**config.mk**
```make
export PLATFORM = sky130hd
export DESIGN_NAME = mode_select_text_gen
export DESIGN_NICKNAME = d
export VERILOG_FILES = /design/src/rtl/mode_select_text_gen_pkg.sv /design/src/rtl/mode_select_text_gen_blink_counter.sv /design/src/rtl/mode_select_text_gen.sv
export SDC_FILE = /design/constraint.sdc
export NUM_CORES = 1
export LEC_CHECK = 0
export CORE_MARGIN = 3
export CORE_UTILIZATION = 30
export CTS_CLUSTER_SIZE = 40
export DETAILED_ROUTE_END_ITERATION = 16
export PLACE_DENSITY = 0.8
export SYNTH_ARGS = -nofsm -noshare
export SYNTH_HDL_FRONTEND = slang
export SYNTH_SLANG_ARGS = --single-unit
```
**constraint.sdc**
```tcl
create_clock -name clk -period 2 [get_ports clk]
set_input_delay 0.6 -clock clk [delete_from_list [all_inputs] [get_ports clk]]
set_output_delay 0.6 -clock clk [all_outputs]
set_load 0.01 [all_outputs]
```
**src/rtl/mode_select_text_gen_pkg.sv**
```systemverilog
// rtl/mode_select_text_gen_pkg.sv - shared geometry and blink constants for the mode-select text strip
package mode_select_text_gen_pkg;

  localparam int         CHAR_W      = 8;
  localparam int         CHAR_H      = 16;
  localparam int         STRIP_CHARS = 16;
  localparam int         STRIP_W     = CHAR_W * STRIP_CHARS;
  localparam logic [6:0] BLANK_CODE  = 7'h20;
  localparam logic [3:0] BLINK_COL   = 4'd10;

  // Columns from BLINK_COL upward ("SELECT") are hidden during the off half of the blink period
  function automatic logic blink_masked(input logic blink_off, input logic [3:0] col);
    return blink_off && (col >= BLINK_COL);
  endfunction

endpackage

```
**src/rtl/mode_select_text_gen_blink_counter.sv**
```systemverilog
// rtl/mode_select_text_gen_blink_counter.sv - 5-bit frame counter, blink_off is its MSB (16 frames on, 16 off)
module blink_counter (
  input  logic clk,
  input  logic reset_n,
  input  logic tick,
  output logic blink_off
);

  logic [4:0] cnt;

  always_ff @(posedge clk or negedge reset_n) begin
    if (!reset_n) begin
      cnt <= 5'd0;
    end else if (tick) begin
      cnt <= cnt + 5'd1;
    end
  end

  assign blink_off = cnt[4];

endmodule

```
**src/rtl/mode_select_text_gen.sv**
```systemverilog
// rtl/mode_select_text_gen.sv - 16-character text strip renderer with blinking "SELECT" field
module mode_select_text_gen
  import mode_select_text_gen_pkg::*;
#(
  parameter int         X0       = 256,
  parameter int         Y0       = 224,
  parameter logic [11:0] TEXT_RGB = 12'hFFF
) (
  input  logic        clk,
  input  logic        reset_n,
  input  logic [9:0]  pixel_x,
  input  logic [9:0]  pixel_y,
  input  logic        video_on,
  input  logic        frame_tick,
  output logic [7:0]  char_xy,
  input  logic [6:0]  char_code,
  output logic [10:0] font_addr,
  input  logic [7:0]  font_word,
  output logic        text_on,
  output logic [11:0] text_rgb
);

  // Bounds compared at 11 bits so a strip placed near the screen edge cannot wrap
  localparam logic [10:0] X_LO  = 11'(X0);
  localparam logic [10:0] X_HI  = 11'(X0 + STRIP_W);
  localparam logic [10:0] Y_LO  = 11'(Y0);
  localparam logic [10:0] Y_HI  = 11'(Y0 + CHAR_H);
  localparam logic [6:0]  X_LO7 = 7'(X0);
  localparam logic [3:0]  Y_LO4 = 4'(Y0);

  logic       in_region;
  logic [6:0] dx;
  logic [3:0] dy;
  logic       in_region_d1;
  logic [2:0] bit_col_d1;
  logic [3:0] col_d1;
  logic       blink_off;
  logic       lit;

  // Low bits of the offset only depend on low bits of the operands
  assign dx = pixel_x[6:0] - X_LO7;
  assign dy = pixel_y[3:0] - Y_LO4;

  assign in_region = video_on
                  && ({1'b0, pixel_x} >= X_LO) && ({1'b0, pixel_x} < X_HI)
                  && ({1'b0, pixel_y} >= Y_LO) && ({1'b0, pixel_y} < Y_HI);

  assign char_xy   = in_region ? {4'h0, dx[6:3]} : 8'h00;
  assign font_addr = in_region ? {char_code, dy} : {BLANK_CODE, 4'h0};

  blink_counter u_blink (
    .clk       (clk),
    .reset_n   (reset_n),
    .tick      (frame_tick),
    .blink_off (blink_off)
  );

  // Stage 1 lines pixel position up with the synchronous font ROM output
  always_ff @(posedge clk or negedge reset_n) begin
    if (!reset_n) begin
      in_region_d1 <= 1'b0;
      bit_col_d1   <= 3'd0;
      col_d1       <= 4'd0;
    end else begin
      in_region_d1 <= in_region;
      bit_col_d1   <= dx[2:0];
      col_d1       <= dx[6:3];
    end
  end

  assign lit = in_region_d1 && font_word[3'd7 - bit_col_d1]
            && !blink_masked(blink_off, col_d1);

  always_ff @(posedge clk or negedge reset_n) begin
    if (!reset_n) begin
      text_on  <= 1'b0;
      text_rgb <= 12'h000;
    end else begin
      text_on  <= lit;
      text_rgb <= lit ? TEXT_RGB : 12'h000;
    end
  end

endmodule

```
==> flow_summary.ini <==
[yosys]
synth.avg_cell_area_um2 = 11.20
async_flop_share = 1.000
ys_seq_area_frac = 0.4333
netlist-cell-type-count = 21
synth-seq-cells = 13
netlist_area_um2 = 750.7
syn_inst = 67
synthFlopType = dfrtp_1
ys_warn_count = 0
synth_edf_count = 0

[final_layout]
nets = 171
antenna_cells = 0
drive_gt1_frac = 0.3615
fillers = 198
area_growth_syn_to_layout_pct = 87.67
fin_util = 0.6133
register_area_um2 = 326.6
multi_input_comb_area_um2 = 346.6

[die]
io_pins = 71
start_util = 0.3268
row_count = 17
die_y_um = 56.03
die_area_um2 = 3139
dieWidth_um = 56.03
core_area_um2 = 2297

[detailed_routing]
wire_per_inst_um = 12.65
drtPass1Iterations = 4
drc = 0
vias = 711
viasPerCell = 4.500
drt-total-wl_mm = 1.998
antenna_left = 0
drt_iter0_drc = 2

[cts]
clock_path_buffers = 2
insertion_delay_ns = 0.27
cts-root-buf = clkbuf_4
tritoncts = done
ctsHoldBuffers = 0
cts-buffers-inserted = 3
clk_pin_slew_ns = 0.07
cts.sinks = 13
h-tree-depth = 1

[critical_path]
worstSetupPathType = input port to output port
startpoint_type = input port
critical_path_required_ns = 1.40
end_kind = output port
arrival_ns = 1.60
cp_max_fo = 5

[timing]
hold_violations = 0
worst_slack_ns = -0.1998
worst_pin_slew_ns = 0.5421
finalSetupViolCount = 15
finalCritPeriodShare = 1.100
fmax_ghz = 0.4546
rsz0062_at_grt = yes
relSlewSlack = 0.6375
maxSlewViolCount = 0
hold_ws_ns = 0.4784
worst_clock_skew_ns = 0.003259
post-route-min-period_ns = 2.200

[global_routing]
grt_pass1_vias = 731
grt_use_total = 0.1261
grt-ovfl-total = 0
grt_pass1_wl_mm = 3.029
grt_max_degree = 14
antenna_found_initial = 0

[power]
switching_share = 0.2549
p_switching_mw = 0.1812
leakage_nw = 0.6431
seqPwrFrac = 0.519
p_per_area_nw_per_um2 = 504.5
clockPowerShare = 0.221
ir_drop_uv = 230.5
power.internal_mw = 0.5296
combinationalPowerShare = 0.261

[place]
io_buffers = 66
gp_congestion = 0.7110
dp_hpwl_mm = 1.571

[outcome]
violations = setup timing
outcome = finished with violations

[job]
cap_violations = 0

[hold_path]
min_path_type = flop to flop
-- worst max-delay path, cell delays in order --
cell,delay (ns)
buf_6,0.08
and4bb_1,0.29
and4b_2,0.29
buf_6,0.11
and2_1,0.11
buf_2,0.12
-- registers in the layout, summed over array words and instances (netlist names) --
| signal | count |
|---|---|
| text_rgb | 1 |
| u_blink.cnt | 5 |
| in_region_d1 | 1 |
| col_d1 | 3 |
| bit_col_d1 | 3 |
-- metal layers --
layer	wire, um	part of all wire	vias to the layer above	global-route usage
met5	0	0	-	0
met4	39	0.020	0	0.06102
met3	414	0.21	5	0.08353
met2	931	0.47	65	0.2154
met1	613	0.31	307	0.1135
li1	-	-	334	-
-- cell usage after synthesis (2+ instances only) --
cell type   n  area [um^2]
xnor2_1     3        26.28
and4bb_1    2        25.02
nand2_1     2        7.510
mux2_2      2        22.52
and2_1     14        87.58
buf_4      16        120.1
dfrtp_1    13        325.3
nand4_1     2        12.51
-- cell families (layout without fill, tap and decap cells) --
logic type      count (synthesis)  count (layout)  share of synthesized area
flops                          13              13                     0.4333
xor+xnor                        4               4                    0.04668
buf+inv                        17              76                     0.1750
other cells                     1               4                   0.004995
compound gates                  1               1                    0.01000
mux                             4               4                    0.07834
fa+ha+maj                       1               1                    0.01666
simple gates                   26              27                     0.2350
-- through the flow --
step           total power, mW  cell area, um^2  instances  TNS, ns  worst slack (ns)
2_1_floorplan           0.4613            762.0         70        0           0.02568
3_3_place_gp            0.5496             1356        151   -12.51           -0.8441
3_5_place_dp            0.5678             1356        151   -13.06           -0.9108
4_1_cts                 0.7233             1351        158   -2.385           -0.2044
5_1_grt                 0.7706             1409        158   -3.050           -0.2507
6_report                0.7107             1409        158   -2.247           -0.1998
-- cell usage in the layout (no fill, tap or decap), drive strengths merged, types with 2 or more instances in the layout --
master         count
nand2              2
conb               4
nand4              2
dfrtp             13
and2              14
and4b              2
xnor2              3
mux2               2
buf               29
clkdlybuf4s50     41
dlygate4sd2        2
and4bb             2
clkbuf             4
-- worst paths after layout --
| check | endpoint | from | depth (start not counted) | slack (ns) |
|---|---|---|---|---|
| max | font_addr[10] | pixel_x[9] | 6 | -0.20 |
| min | u_blink.cnt[3]$_DFFE_PN0P_ | u_blink.cnt[3]$_DFFE_PN0P_ | 1 | 0.48 |
| max reg2reg | text_rgb[10]$_DFF_PN0_ | bit_col_d1[1]$_DFF_PN0_ | 3 | 0.79 |
| min reg2reg | u_blink.cnt[3]$_DFFE_PN0P_ | u_blink.cnt[3]$_DFFE_PN0P_ | 1 | 0.48 |
| max in group asynchronous | text_rgb[10]$_DFF_PN0_ | reset_n | 1 | 0.93 |
| min in group asynchronous | u_blink.cnt[3]$_DFFE_PN0P_ | reset_n | 1 | 0.68 |
-- cell type report --
class                           count  area share
Tap cell                           28     0.02487
Timing Repair Buffer               72      0.4787
Multi-Input combinational cell     41      0.2460
Clock buffer                        4     0.01865
Sequential cell                    13      0.2318
-- power by group through the flow --
stage / clock (mW) / sequential, mW / combinational, mW
finish: 0.157 / 0.369 / 0.185
CTS: 0.165 / 0.370 / 0.188
global route: 0.187 / 0.376 / 0.207
floorplan: 0 / 0.364 / 0.0974
detailed placement: 0 / 0.375 / 0.193
global placement: 0 / 0.370 / 0.179
-- timing repair --
action | in CTS | in global routing
endpoints found under the setup margin | 28 | 15
buffers inserted | 2 | 0
gates resized for setup | 100 | 14
cloned | 1 | 0
pin swaps | 16 | 9
No activity file was read; power rests on OpenSTA's default activity.
